===== src/rtl/serial_deserializer.sv =====
// -----------------------------------------------------------------------------
// serial_deserializer
//
// Serial-in / parallel-out receiver: the receiving end of the right-shifting,
// parallel-load shifter link. Bits arrive LSB first, one per accepted cycle
// (bit_valid && bit_ready), and are assembled into WIDTH-bit words. Each
// completed word lands in a valid/ready output holding register. A flush
// request right-justifies a partial word by shifting in fill bits. The fill
// bit is either zero or a copy of the most recently received bit.
//
// Parameters
//   WIDTH       word length in bits, 2..15
//
// Ports
//   clk         system clock, all state changes on posedge
//   reset_n     synchronous active-low reset
//   bit_in      serial data bit, LSB of the word first
//   bit_valid   bit_in is valid this cycle
//   bit_ready   a bit can be accepted this cycle (low while flushing)
//   flush       complete the current partial word
//   asr         flush fill mode: 1 = sign-extend, 0 = zero-fill
//   data_out    last completed word
//   data_valid  data_out holds an unconsumed word
//   data_ready  consumer takes data_out this cycle
//   overrun     sticky: a completed word was dropped (cleared by reset only)
//   count       bits in the current partial word, 0..WIDTH-1
// -----------------------------------------------------------------------------
module serial_deserializer #(
    parameter int WIDTH = 8
) (
    input  logic             clk,
    input  logic             reset_n,
    input  logic             bit_in,
    input  logic             bit_valid,
    output logic             bit_ready,
    input  logic             flush,
    input  logic             asr,
    output logic [WIDTH-1:0] data_out,
    output logic             data_valid,
    input  logic             data_ready,
    output logic             overrun,
    output logic [3:0]       count
);

    typedef enum logic {
        COLLECT = 1'b0,
        FLUSH   = 1'b1
    } state_t;

    localparam logic [3:0] WIDTH_CNT = 4'(WIDTH);

    state_t           state;
    logic [WIDTH-1:0] sr;
    logic             fill;

    // Per-cycle shift decision shared by both states.
    logic             shift_en;
    logic             shift_bit;
    logic [WIDTH-1:0] sr_shifted;
    logic [3:0]       cnt_inc;
    logic             word_done;
    logic             flush_start;

    // NOTE: every signal assigned in always_comb gets a default first, so no
    //       path leaves it unassigned and no latch is inferred.
    always_comb begin
        shift_en  = 1'b0;
        shift_bit = fill;
        unique case (state)
            COLLECT: begin
                shift_en  = bit_valid;
                shift_bit = bit_in;
            end
            FLUSH: begin
                shift_en  = 1'b1;
                shift_bit = fill;
            end
            default: ;
        endcase

        sr_shifted = {shift_bit, sr[WIDTH-1:1]};
        cnt_inc    = count + 4'd1;
        word_done  = shift_en && (cnt_inc == WIDTH_CNT);

        // A flush is honoured only in COLLECT, only when there is something to
        // flush, and never when the same edge already completes the word.
        flush_start = (state == COLLECT) && flush && !word_done &&
                      (shift_en || (count != 4'd0));
    end

    // NOTE: sequential state uses non-blocking assignments so every register
    //       samples the pre-edge values, independent of statement order.
    always_ff @(posedge clk) begin
        if (!reset_n) begin
            state      <= COLLECT;
            sr         <= '0;
            fill       <= 1'b0;
            count      <= 4'd0;
            bit_ready  <= 1'b1;
            data_out   <= '0;
            data_valid <= 1'b0;
            overrun    <= 1'b0;
        end else begin
            // Shift register and bit counter.
            if (shift_en) begin
                sr    <= sr_shifted;
                count <= word_done ? 4'd0 : cnt_inc;
            end

            // Output holding register. A word completing while the previous
            // one is still unconsumed is dropped and flagged.
            if (word_done) begin
                if (!data_valid || data_ready) begin
                    data_out   <= sr_shifted;
                    data_valid <= 1'b1;
                end else begin
                    overrun    <= 1'b1;
                end
            end else if (data_valid && data_ready) begin
                data_valid <= 1'b0;
            end

            // Control FSM with registered bit_ready.
            unique case (state)
                COLLECT: begin
                    if (flush_start) begin
                        // Fill copies the newest bit: the one arriving this
                        // edge if any, otherwise the top of the register.
                        fill      <= asr & (shift_en ? bit_in : sr[WIDTH-1]);
                        state     <= FLUSH;
                        bit_ready <= 1'b0;
                    end
                end
                FLUSH: begin
                    if (word_done) begin
                        state     <= COLLECT;
                        bit_ready <= 1'b1;
                    end
                end
                default: begin
                    state     <= COLLECT;
                    bit_ready <= 1'b1;
                end
            endcase
        end
    end

endmodule


===== config.mk =====
export PLATFORM = sky130hd
export DESIGN_NAME = serial_deserializer
export DESIGN_NICKNAME = d
export VERILOG_FILES = /design/src/rtl/serial_deserializer.sv
export SDC_FILE = /design/constraint.sdc
export NUM_CORES = 1
export LEC_CHECK = 0
export ABC_AREA = 1
export ABC_CLOCK_PERIOD_IN_PS = 2400
export BUFFER_PORTS_ARGS = -buffer_cell sky130_fd_sc_hd__buf_2
export CAP_MARGIN = 20
export CORE_ASPECT_RATIO = 0.7
export CORE_UTILIZATION = 50
export DETAILED_ROUTE_END_ITERATION = 7
export PLACE_DENSITY = 0.79
export SETUP_SLACK_MARGIN = 0.05
export SLEW_MARGIN = 20
export SYNTH_ARGS = -nofsm -noshare
export SYNTH_HDL_FRONTEND = slang
export SYNTH_SLANG_ARGS = --single-unit

===== constraint.sdc =====
create_clock -name clk -period 2.4 [get_ports clk]
set_input_delay 0.24 -clock clk [delete_from_list [all_inputs] [get_ports clk]]
set_output_delay 0.24 -clock clk [all_outputs]
set_load 0.05 [all_outputs]

==> results.rst, run 1 <==
.. list-table::
   :header-rows: 1

   * - Metric
     - Value
   * - Leakage power of the design
     - about 0.00065 uW
   * - Min-delay worst type
     - in -> reg
   * - Commonest register cell after synthesis
     - sky130_fd_sc_hd__dfxtp_1
   * - Post-route clock skew
     - 0.0161 ns
   * - Global-route wire length before repair
     - between 3000 and 4000 um
   * - FILL cells
     - 190
   * - Met1 usage in global routing
     - 25.4%
   * - Final critical-path share of the clock period
     - 65.4%
   * - Buffer cell driving the clock tree root
     - sky130_fd_sc_hd__clkbuf_4
   * - Least-Margin Pin Slew
     - 0.355 ns
   * - Fin Setup TNS
     - 0 ns
   * - Final estimated routing congestion in global placement
     - around 0.80
   * - Post-synth design cell area
     - 1060 sq um
   * - Met2 demand-to-capacity share in global routing
     - 35.9%
   * - PortBufs
     - 21
   * - Number of gates resized after cts
     - 0
   * - Post-synthesis to final-layout area growth
     - 15.4%
   * - Final worst slack
     - 0.831 ns
   * - Leftover overflow at the end of global routing
     - 0
   * - Max-slew violation count
     - 0
   * - Starting Density
     - 55.3%
   * - # setup viols final
     - 0
   * - Mean cell area of the mapped netlist
     - 7.13 sq um
   * - Floorplan die area
     - 2320 sq um
   * - Most utilized layer in the global route result
     - met2
   * - Synth unique cells
     - 20
   * - Clock transition at the register clock pins on the worst setup and hold paths after CTS
     - around 0.14 ns
   * - Critical path class
     - reg -> reg
   * - Hold violation count in the final report
     - 0
   * - Result of the run
     - complete, but fails checks
   * - Aggregate routed wire length
     - 2010 um
   * - Number of detailed-route iterations in the first pass
     - 6
   * - Gate count of the mapped netlist
     - 149
   * - Placement-stage worst setup slack
     - 0.843 ns
   * - Detail Route Antenna Nets
     - 0
   * - Pwr Density
     - 693 nW/um^2
   * - Placeable Area
     - 1920 sq um
   * - Type of element capturing the critical path
     - flop
   * - Number of antenna repair diodes
     - 0
   * - Max frequency
     - 637 MHz
   * - Vias
     - 918
   * - DRC errors left
     - 4
   * - GR Util All Layers
     - 20.4%
   * - Total setup buffers inserted after CTS
     - 0
   * - Post-synthesis net count
     - 159
   * - Unrepaired setup endpoints after global routing
     - false
   * - Total half-perimeter wirelength after legalization and detailed placement
     - 1460 um
   * - Fin util
     - approximately 64%
   * - Max Cap Violations
     - 0
   * - Number of global-route vias before repair
     - 794
   * - Crit path arrival time
     - 1.81 ns
   * - Worst relative slew slack
     - 76.3%
   * - Number of placed I/O pins
     - 22
   * - Die outline height
     - 40.6 um
   * - Setup crit start kind
     - flop
   * - Yosys reg bits
     - 24
   * - Cts-stage hold buffer count
     - 0
   * - Number of buffers created by CTS
     - 3
   * - Synth async-reset ratio
     - 0%
   * - Rows
     - 13
   * - Clock tree from TritonCTS
     - built
   * - Violations in the final reports
     - design-rule violations
   * - Fraction of layout instances using a drive strength above 1
     - 18.2%
   * - Share of synthesized area occupied by flip-flops and latches
     - between 40 and 50%
   * - Post-DR wirelength/cell
     - 10.5 um
   * - EDFF count, synth
     - 0
   * - Die X
     - 57.1 um
   * - Buffers from clock root to sink, at most
     - 2
   * - Drt first-iter violations
     - 15
   * - CTS HTree Levels
     - 1
   * - TritonCTS sink count
     - 24
   * - Data required time at the worst endpoint
     - 2.64 ns
   * - YS warnings
     - 0
   * - Number of antenna violations at the first check in global routing
     - 0
   * - Final net count
     - approximately 180
   * - Worst VDD drop
     - 416 uV
   * - Largest net degree at the start of global routing
     - 23
   * - Met3 track demand over resource
     - approximately 6.8%
   * - Vias per std cell
     - approximately 4.8
   * - Final period demand of the worst path
     - 1.57 ns
   * - Worst-path fanout max
     - 6
   * - Clock insertion delay at the later pin of the skew report
     - 0.33 ns
==> cell families after synthesis <==
logic type / after synthesis / share of synthesized area, %
and+or+nand+nor: 78 / 31.4
adders and majority gates: 3 / 3.53
DFF: 24 / 45.2
AOI/OAI and AO/OA: 18 / 9.66
buffers and inverters: 26 / 10.1
==> cells in the mapped netlist (all sizes together) (2+ instances only) <==
cell type	count	share of area [%]
ha	3	3.5
inv	21	7.4
clkbuf	2	0.71
a21oi	5	2.4
nand4	2	1.2
buf	3	2.0
o21ai	9	4.2
o21a	2	1.4
nor2	36	13
nand3	7	4.9
nand2	33	12
dfxtp	24	45
==> metal layers <==
metal	share of wire, %	routed length (um)
met1	48	958
met2	47	949
met3	4.5	91
met4	0.40	8
met5	0	0
==> through the flow <==
| stage | instance area [sq um] | total power (uW) | std cells | hold WS [ns] |
|---|---|---|---|---|
| 2_1_floorplan | 1060 | 535 | 149 | 0.378 |
| 3_3_place_gp | 1170 | 561 | 188 | 0.445 |
| 3_5_place_dp | 1170 | 565 | 188 | 0.457 |
| 4_1_cts | 1230 | 855 | 192 | 0.172 |
| 5_1_grt | 1230 | 893 | 192 | 0.185 |
| 6_report | 1230 | 849 | 192 | 0.183 |
==> critical path, stage by stage, from the launching register on <==
cell,delay [ns]
sky130_fd_sc_hd__dfxtp_1,0.44
sky130_fd_sc_hd__ha_1,0.20
sky130_fd_sc_hd__inv_1,0.04
sky130_fd_sc_hd__nand2_1,0.06
sky130_fd_sc_hd__nand3_2,0.10
sky130_fd_sc_hd__nor2_4,0.17
sky130_fd_sc_hd__nand2_1,0.17
sky130_fd_sc_hd__nand2_1,0.15
sky130_fd_sc_hd__nand2_1,0.06
sky130_fd_sc_hd__nand2_1,0.05
sky130_fd_sc_hd__nor2_1,0.04
==> final cells by class <==
cell class	instances	area (sq um)	share of cell area, %
Tap cell	22	27.5	2.24
Timing Repair Buffer	22	113	9.18
Multi-Input combinational cell	99	474	38.7
Clock buffer	3	22.5	1.84
Inverter	21	78.8	6.43
Sequential cell	24	480	39.2
Clock inverter	1	30.0	2.45
==> state kept, by name, indices dropped and copies added (netlist names) <==
| signal | flops |
|---|---|
| bit_ready | 1 |
| count | 4 |
| data_out | 8 |
| data_valid | 1 |
| fill | 1 |
| overrun | 1 |
| sr | 7 |
| state | 1 |
==> layout by cell type (no fill, tap or decap) <==
| cell type | instances |
|---|---|
| sky130_fd_sc_hd__buf_4 | 1 |
| sky130_fd_sc_hd__o21ai_0 | 9 |
| sky130_fd_sc_hd__dfxtp_1 | 24 |
| sky130_fd_sc_hd__inv_1 | 20 |
| sky130_fd_sc_hd__nand3_1 | 5 |
| sky130_fd_sc_hd__nand3_4 | 1 |
| sky130_fd_sc_hd__clkbuf_4 | 3 |
| sky130_fd_sc_hd__nor2_1 | 35 |
| sky130_fd_sc_hd__inv_2 | 1 |
| sky130_fd_sc_hd__nand3_2 | 1 |
| sky130_fd_sc_hd__o21a_1 | 2 |
| sky130_fd_sc_hd__ha_1 | 3 |
| sky130_fd_sc_hd__a21oi_1 | 5 |
| sky130_fd_sc_hd__bufinv_16 | 1 |
| sky130_fd_sc_hd__nand2_1 | 32 |
| sky130_fd_sc_hd__buf_2 | 21 |
| sky130_fd_sc_hd__nand2_2 | 1 |
| sky130_fd_sc_hd__nand4_1 | 2 |
| sky130_fd_sc_hd__o211a_1 | 1 |
| sky130_fd_sc_hd__a21boi_0 | 1 |
| sky130_fd_sc_hd__nor2_4 | 1 |
==> worst paths after layout <==
kind | start | slack [ns] | to | depth (start not counted)
min reg2reg | overrun | 0.48 | overrun | 1
max | count[0] | 0.83 | fill | 10
max reg2reg | count[0] | 0.83 | fill | 10
min | flush | 0.18 | state | 3
==> power breakdown <==
| group | internal (uW) | switching (uW) | leakage, uW |
|---|---|---|---|
| Sequential | 420 | 19.7 | 0.000196 |
| Clock | 169 | 123 | 0.0000279 |
| Combinational | 35.9 | 81.5 | 0.000426 |
| Total | 625 | 224 | 0.000650 |
(Power assumes the default switching activity.)
==> inputs of run 2 (changes only) <==
Settings changed: ABC_CLOCK_PERIOD_IN_PS 2400 to 1600.
Clock period 2.4 ns to 1.6 ns, I/O delays scaled along.
==> results.rst, run 2 (synthesis gave the netlist of run 1 again) <==
.. list-table::
   :header-rows: 1

   * - Metric
     - Value
   * - Fraction of layout instances using a drive strength above 1
     - 22.2% (was 18.2%)
   * - Placeable Area
     - 1920 sq um (unchanged)
   * - Fin Setup TNS
     - 0 ns (unchanged)
   * - DRC errors left
     - 4 (unchanged)
   * - Violations in the final reports
     - design-rule violations (unchanged)
   * - Die outline height
     - 40.6 um (unchanged)
   * - Fin util
     - 64.0% (was 63.9%)
   * - Post-synthesis to final-layout area growth
     - 15.5% (was 15.4%)
   * - Buffer cell driving the clock tree root
     - sky130_fd_sc_hd__clkbuf_4 (unchanged)
   * - Data required time at the worst endpoint
     - 1.85 ns (was 2.64 ns)
   * - Max Cap Violations
     - 0 (unchanged)
   * - Placed instance area
     - 1180 sq um (was 1170 sq um)
   * - CTS HTree Levels
     - 1 (unchanged)
   * - Number of placed instances with taps included
     - 189 (was 188)
   * - Final estimated routing congestion in global placement
     - 0.851 (was 0.802)
   * - Number of gates on the worst path with buffers counted
     - 8 (was 10)
   * - Unrepaired setup endpoints after global routing
     - false (unchanged)
   * - Kind of cell adding the most delay to the critical path
     - simple AND/OR/NAND/NOR gates (unchanged)
   * - Critical path's largest stage delay
     - 0.38 ns (was 0.44 ns)
   * - Largest registers
     - data_out (8), sr (7), count (4) (unchanged)
   * - Number of detailed-route iterations in the first pass
     - 7 (was 6)
   * - Number of antenna violations at the first check in global routing
     - 0 (unchanged)
   * - Aggregate routed wire length
     - 1970 um (was 2010 um)
   * - Met2 wire length
     - 842 um (was 949 um)
   * - Number of placed I/O pins
     - 22 (unchanged)
   * - Die X
     - 57.1 um (unchanged)
   * - Vias per std cell
     - 4.80 (was 4.78)
   * - Detail Route Antenna Nets
     - 0 (unchanged)
   * - Number of buffers created by CTS
     - 3 (unchanged)
   * - Max-slew violation count
     - 0 (unchanged)
   * - Final critical-path share of the clock period
     - 90.3% (was 65.4%)
   * - Most repeated library cell on the critical path
     - sky130_fd_sc_hd__nand2_1 (unchanged)
   * - Hold violation count in the final report
     - 0 (unchanged)
   * - Max frequency
     - 692 MHz (was 637 MHz)
   * - Number of global-route vias before repair
     - 761 (was 794)
   * - Post-route clock skew
     - 0.00440 ns (was 0.0161 ns)
   * - Final period demand of the worst path
     - 1.44 ns (was 1.57 ns)
   * - Most common cell after layout, fill and taps aside
     - sky130_fd_sc_hd__nor2_1 (unchanged)
   * - Final net count
     - 183 (was 181)
   * - Global-route wire length before repair
     - 3220 um (was 3450 um)
   * - Starting Density
     - 55.3% (unchanged)
   * - Result of the run
     - complete, but fails checks (unchanged)
   * - Pwr Density
     - 897 nW/um^2 (was 693 nW/um^2)
   * - Highest metal used
     - met4 (unchanged)
   * - Critical path class
     - reg -> reg (unchanged)
   * - Number of antenna repair diodes
     - 0 (unchanged)
   * - Setup crit start kind
     - flop (unchanged)
   * - Largest register FFs
     - 8 (unchanged)
   * - FILL cells
     - 189 (was 190)
   * - Largest net degree at the start of global routing
     - 23 (unchanged)
   * - Clock tree from TritonCTS
     - built (unchanged)
   * - Most frequent cells in the layout
     - 34 x sky130_fd_sc_hd__nor2_1, 30 x sky130_fd_sc_hd__nand2_1, 21 x sky130_fd_sc_hd__dfxtp_1, 21 x sky130_fd_sc_hd__buf_2, 20 x sky130_fd_sc_hd__inv_1 (was 35 x sky130_fd_sc_hd__nor2_1, 32 x sky130_fd_sc_hd__nand2_1, 24 x sky130_fd_sc_hd__dfxtp_1)
   * - Crit path arrival time
     - 1.70 ns (was 1.81 ns)
   * - Number of standard cells in the final layout excluding fillers
     - 193 (was 192)
   * - Worst Hold Path Cells
     - 3 (unchanged)
   * - Cts-stage hold buffer count
     - 0 (unchanged)
   * - Slowest cell on the critical path
     - sky130_fd_sc_hd__dfxtp_4 (was sky130_fd_sc_hd__dfxtp_1)
   * - Rows
     - 13 (unchanged)
   * - Vias
     - 926 (was 918)
   * - WL met1
     - 1020 um (was 958 um)
   * - PortBufs
     - 21 (unchanged)
   * - Type of element capturing the critical path
     - flop (unchanged)
   * - Critical path, cell by cell
     - ha_1 > nand2_1 > nand3_2 > nor2_4 > nand3_4 > nand2_1 > inv_1 > nor2_1 (was ha_1 > inv_1 > nand2_1 > nand3_2 > nor2_4 > nand2_1 > nand2_1 > nand2_1 > nand2_1 > nor2_1)
   * - Final design area excluding fillers
     - 1230 sq um (about the same)
   * - # setup viols final
     - 0 (unchanged)
   * - Floorplan die area
     - 2320 sq um (unchanged)
   * - Min-delay worst type
     - in -> reg (unchanged)
   * - Clock transition at the register clock pins on the worst setup and hold paths after CTS
     - 0.12 ns (was 0.14 ns)
   * - Number of cells on the worst reg-to-reg path
     - 8 (was 10)
   * - Worst VDD drop
     - 428 uV (was 416 uV)
   * - Total half-perimeter wirelength after legalization and detailed placement
     - 1410 um (was 1460 um)
   * - Buffers from clock root to sink, at most
     - 2 (unchanged)
   * - Post-DR wirelength/cell
     - 10.2 um (was 10.5 um)
   * - Worst relative slew slack
     - 75.1% (was 76.3%)
   * - Worst-path fanout max
     - 15 (was 6)
   * - Buffers and inverters on the worst path
     - 1 (unchanged)
   * - Amount of wire on met3 after detailed routing
     - 90 um (was 91 um)
   * - Clock insertion delay at the later pin of the skew report
     - 0.31 ns (was 0.33 ns)
   * - Leftover overflow at the end of global routing
     - 0 (unchanged)
   * - GR Util All Layers
     - 18.9% (was 20.4%)
   * - Drt first-iter violations
     - 25 (was 15)
   * - Register bank with the most flops
     - data_out (unchanged)
   * - Least-Margin Pin Slew
     - 0.373 ns (was 0.355 ns)
   * - Leakage power of the design
     - 0.000649 uW (was 0.000650 uW)
   * - TritonCTS sink count
     - 24 (unchanged)
==> run 2: layout make-up <==
type / count / area (sq um) / area share (%)
flip-flops and latches: 24 / 489 / 39.9
multi-input cells: 99 / 482 / 39.2
repair buffers: 24 / 128 / 10.4
inverters: 21 / 78.8 / 6.42
well taps: 22 / 27.5 / 2.24
clock buffers: 3 / 22.5 / 1.83
==> run 2: path summary, 6_finish.rpt <==
kind | endpoint | start | slack (ns)
min | state | flush | 0.12
max reg2reg | data_out[7] | count[0] | 0.16
max | data_out[7] | count[0] | 0.16
min reg2reg | bit_ready | bit_ready | 0.48
==> run 2: routing by layer <==
layer	track usage [%]	vias up
met1	24.5	406
met2	31.2	19
met3	5.81	2
met5	0	-
li1	-	499
met4	5.49	0
==> run 2: through the flow <==
step	hold slack, ns	total power (uW)	setup WS (ns)
floorplan	0.291	805	0.0672
global placement	0.444	847	0.227
detailed placement	0.450	854	0.0988
CTS	0.110	1110	0.0841
global route	0.160	1160	0.0578
finish	0.119	1100	0.155
==> run 2: repair_timing <==
action | CTS | global route
resized for setup | 0 | 5
setup buffers | 0 | 1
hold endpoints to repair | 0 | 0
endpoints found under the setup margin | 0 | 2
==> run 2: worst register-to-register path, delay by kind of cell, from the launching register on <==
family | cells | cell delay (ns)
adders and majority gates | 1 | 0.21
DFF | 1 | 0.38
and+or+nand+nor | 6 | 0.77
buffers and inverters | 1 | 0.04
==> run 2: power breakdown <==
group | internal (uW) | switching, uW | total (uW)
registers | 631 | 28.9 | 660
logic | 58.8 | 124 | 183
clock network | 88.0 | 170 | 258
==> inputs of run 3 (changes only) <==
Settings changed: RECOVER_POWER set to 25.
==> results.rst, run 3 (synthesis gave the netlist of run 1 again) <==
.. list-table::
   :header-rows: 1

   * - Metric
     - Value
   * - Buffer cell driving the clock tree root
     - sky130_fd_sc_hd__clkbuf_4 (unchanged)
   * - Final critical-path share of the clock period
     - 90.7% (was 90.3%)
   * - Area of the multi-input gates
     - 482 sq um (unchanged)
   * - Total half-perimeter wirelength after legalization and detailed placement
     - 1410 um (unchanged)
   * - Detail Route Antenna Nets
     - 0 (unchanged)
   * - Largest registers
     - data_out (8), sr (7), count (4) (unchanged)
   * - Largest net degree at the start of global routing
     - 23 (unchanged)
   * - # setup viols final
     - 0 (unchanged)
   * - Die X
     - 57.1 um (unchanged)
   * - Critical path class
     - reg -> reg (unchanged)
   * - Number of antenna violations at the first check in global routing
     - 0 (unchanged)
   * - Final period demand of the worst path
     - 1.45 ns (was 1.44 ns)
   * - Most common cell after layout, fill and taps aside
     - sky130_fd_sc_hd__nor2_1 (unchanged)
   * - Number of detailed-route iterations in the first pass
     - 6 (was 7)
   * - Highest metal used
     - met4 (unchanged)
   * - Final Hold Slack
     - 0.120 ns (was 0.119 ns)
   * - Clock tree from TritonCTS
     - built (unchanged)
   * - Worst relative slew slack
     - 60.5% (was 75.1%)
   * - Violations in the final reports
     - design-rule violations (unchanged)
   * - Worst-path fanout max
     - 6 (was 15)
   * - Largest register FFs
     - 8 (unchanged)
   * - Most frequent cells in the layout
     - 34 x sky130_fd_sc_hd__nor2_1, 30 x sky130_fd_sc_hd__nand2_1, 21 x sky130_fd_sc_hd__inv_1, 21 x sky130_fd_sc_hd__dfxtp_1, 14 x sky130_fd_sc_hd__buf_2 (was 34 x sky130_fd_sc_hd__nor2_1, 30 x sky130_fd_sc_hd__nand2_1, 21 x sky130_fd_sc_hd__dfxtp_1, 21 x sky130_fd_sc_hd__buf_2, 20 x sky130_fd_sc_hd__inv_1)
   * - Clock insertion delay at the later pin of the skew report
     - 0.31 ns (about the same)
   * - Max Cap Violations
     - 0 (unchanged)
   * - Register bank with the most flops
     - data_out (unchanged)
   * - Post-DR wirelength/cell
     - 10.2 um (about the same)
   * - Number of global-route vias before repair
     - 761 (unchanged)
   * - Setup crit start kind
     - flop (unchanged)
   * - Leakage power of the design
     - 0.000619 uW (was 0.000649 uW)
   * - CTS HTree Levels
     - 1 (unchanged)
   * - Hold violation count in the final report
     - 0 (unchanged)
   * - Drt first-iter violations
     - 28 (was 25)
   * - PortBufs
     - 21 (unchanged)
   * - Met2 wire length
     - 847 um (was 842 um)
   * - Amount of wire on met3 after detailed routing
     - 94 um (was 90 um)
   * - Die outline height
     - 40.6 um (unchanged)
   * - Max frequency
     - 689 MHz (was 692 MHz)
   * - GR Util All Layers
     - 18.9% (unchanged)
   * - Starting Density
     - 55.3% (unchanged)
   * - Post-synthesis to final-layout area growth
     - 14.7% (was 15.5%)
   * - Fin Setup TNS
     - 0 ns (unchanged)
   * - Number of buffers created by CTS
     - 3 (unchanged)
   * - Aggregate routed wire length
     - 1970 um (about the same)
   * - Least-Margin Pin Slew
     - 0.596 ns (was 0.373 ns)
   * - Max-slew violation count
     - 0 (unchanged)
   * - DRC errors left
     - 4 (unchanged)
   * - Fraction of layout instances using a drive strength above 1
     - 17.5% (was 22.2%)
   * - Number of antenna repair diodes
     - 0 (unchanged)
   * - Clock transition at the register clock pins on the worst setup and hold paths after CTS
     - 0.12 ns (about the same)
   * - FILL cells
     - 190 (was 189)
   * - Sum of internal, switching and leakage power
     - 1100 uW (about the same)
   * - Final net count
     - 183 (unchanged)
   * - Placeable Area
     - 1920 sq um (unchanged)
   * - Post-route clock skew
     - 0.00488 ns (was 0.00440 ns)
   * - Crit path arrival time
     - 1.67 ns (was 1.70 ns)
   * - Global-route wire length before repair
     - 3220 um (unchanged)
   * - Number of placed I/O pins
     - 22 (unchanged)
   * - Register area
     - 489 sq um (unchanged)
   * - Unrepaired setup endpoints after global routing
     - false (unchanged)
   * - Floorplan die area
     - 2320 sq um (unchanged)
   * - Pwr Density
     - 902 nW/um^2 (was 897 nW/um^2)
   * - Result of the run
     - complete, but fails checks (unchanged)
   * - Worst VDD drop
     - 425 uV (was 428 uV)
   * - Type of element capturing the critical path
     - flop (unchanged)
   * - WL met1
     - 1020 um (about the same)
   * - Final estimated routing congestion in global placement
     - 0.851 (unchanged)
   * - Rows
     - 13 (unchanged)
   * - Leftover overflow at the end of global routing
     - 0 (unchanged)
   * - TritonCTS sink count
     - 24 (unchanged)
   * - Min-delay worst type
     - in -> reg (unchanged)
   * - Vias per std cell
     - 4.80 (unchanged)
   * - Data required time at the worst endpoint
     - 1.82 ns (was 1.85 ns)
   * - Vias
     - 926 (unchanged)
   * - Buffers from clock root to sink, at most
     - 2 (unchanged)
## run 3: cell count changes in the layout (fill, tap and decap cells not counted)
cell | before | now
sky130_fd_sc_hd__inv_2 | 1 | 0
sky130_fd_sc_hd__clkbuf_1 | 0 | 7
sky130_fd_sc_hd__inv_1 | 20 | 21
sky130_fd_sc_hd__buf_2 | 21 | 14
## run 3: metrics by stage
step | std cells | util (%) | worst slack, ns | instance area, sq um
2_1_floorplan | 149 | - | 0.0672 | 1070
5_1_grt | 193 | 63.5 | 0.0578 | 1220
6_report | 193 | 63.5 | 0.149 | 1220
3_5_place_dp | 189 | 61.7 | 0.0988 | 1180
3_3_place_gp | 189 | 61.7 | 0.227 | 1180
4_1_cts | 192 | 62.9 | 0.0841 | 1210
## run 3: timing repair
item / 4_1_cts / 5_1_grt
resized for setup: 0 / 5
buffers inserted: 0 / 1
hold buffers: 0 / 0
setup endpoints to repair: 0 / 2
## run 3: power breakdown
| group | internal, uW | switching (uW) | leakage (uW) |
|---|---|---|---|
| sequential | 631 | 28.4 | 0.000198 |
| clock | 87.9 | 168 | 0.0000138 |
| combinational | 58.6 | 125 | 0.000407 |
## run 3: worst paths after layout
kind            start      end  slack [ns]  cells past startpoint
max          count[0]     fill        0.15                      9
min             flush    state        0.12                      3
max reg2reg  count[0]     fill        0.15                      9
min reg2reg   overrun  overrun        0.48                      1
## run 3: layer usage
metal  GRT usage, %  vias to the layer above
met3           5.81                        2
met4           5.49                        0
li1               -                      499
met5              0                        -
met1           24.5                      402
met2           31.2                       23
## run 3: area by class of cell
type                    count  share of cell area (%)
well taps                  22                    2.26
flip-flops and latches     24                    40.1
clock buffers               3                    1.85
inverters                  21                    6.47
multi-input cells          99                    39.5
repair buffers             24                    9.75
## run 3: critical path, stage by stage (launching register included)
cell	delay (ns)
sky130_fd_sc_hd__dfxtp_4	0.38
sky130_fd_sc_hd__ha_1	0.21
sky130_fd_sc_hd__nand2_1	0.09
sky130_fd_sc_hd__nand3_2	0.11
sky130_fd_sc_hd__nor2_4	0.19
sky130_fd_sc_hd__nand2_2	0.13
sky130_fd_sc_hd__nand2_2	0.10
sky130_fd_sc_hd__nand2_1	0.06
sky130_fd_sc_hd__nand2_1	0.06
sky130_fd_sc_hd__nor2_1	0.04
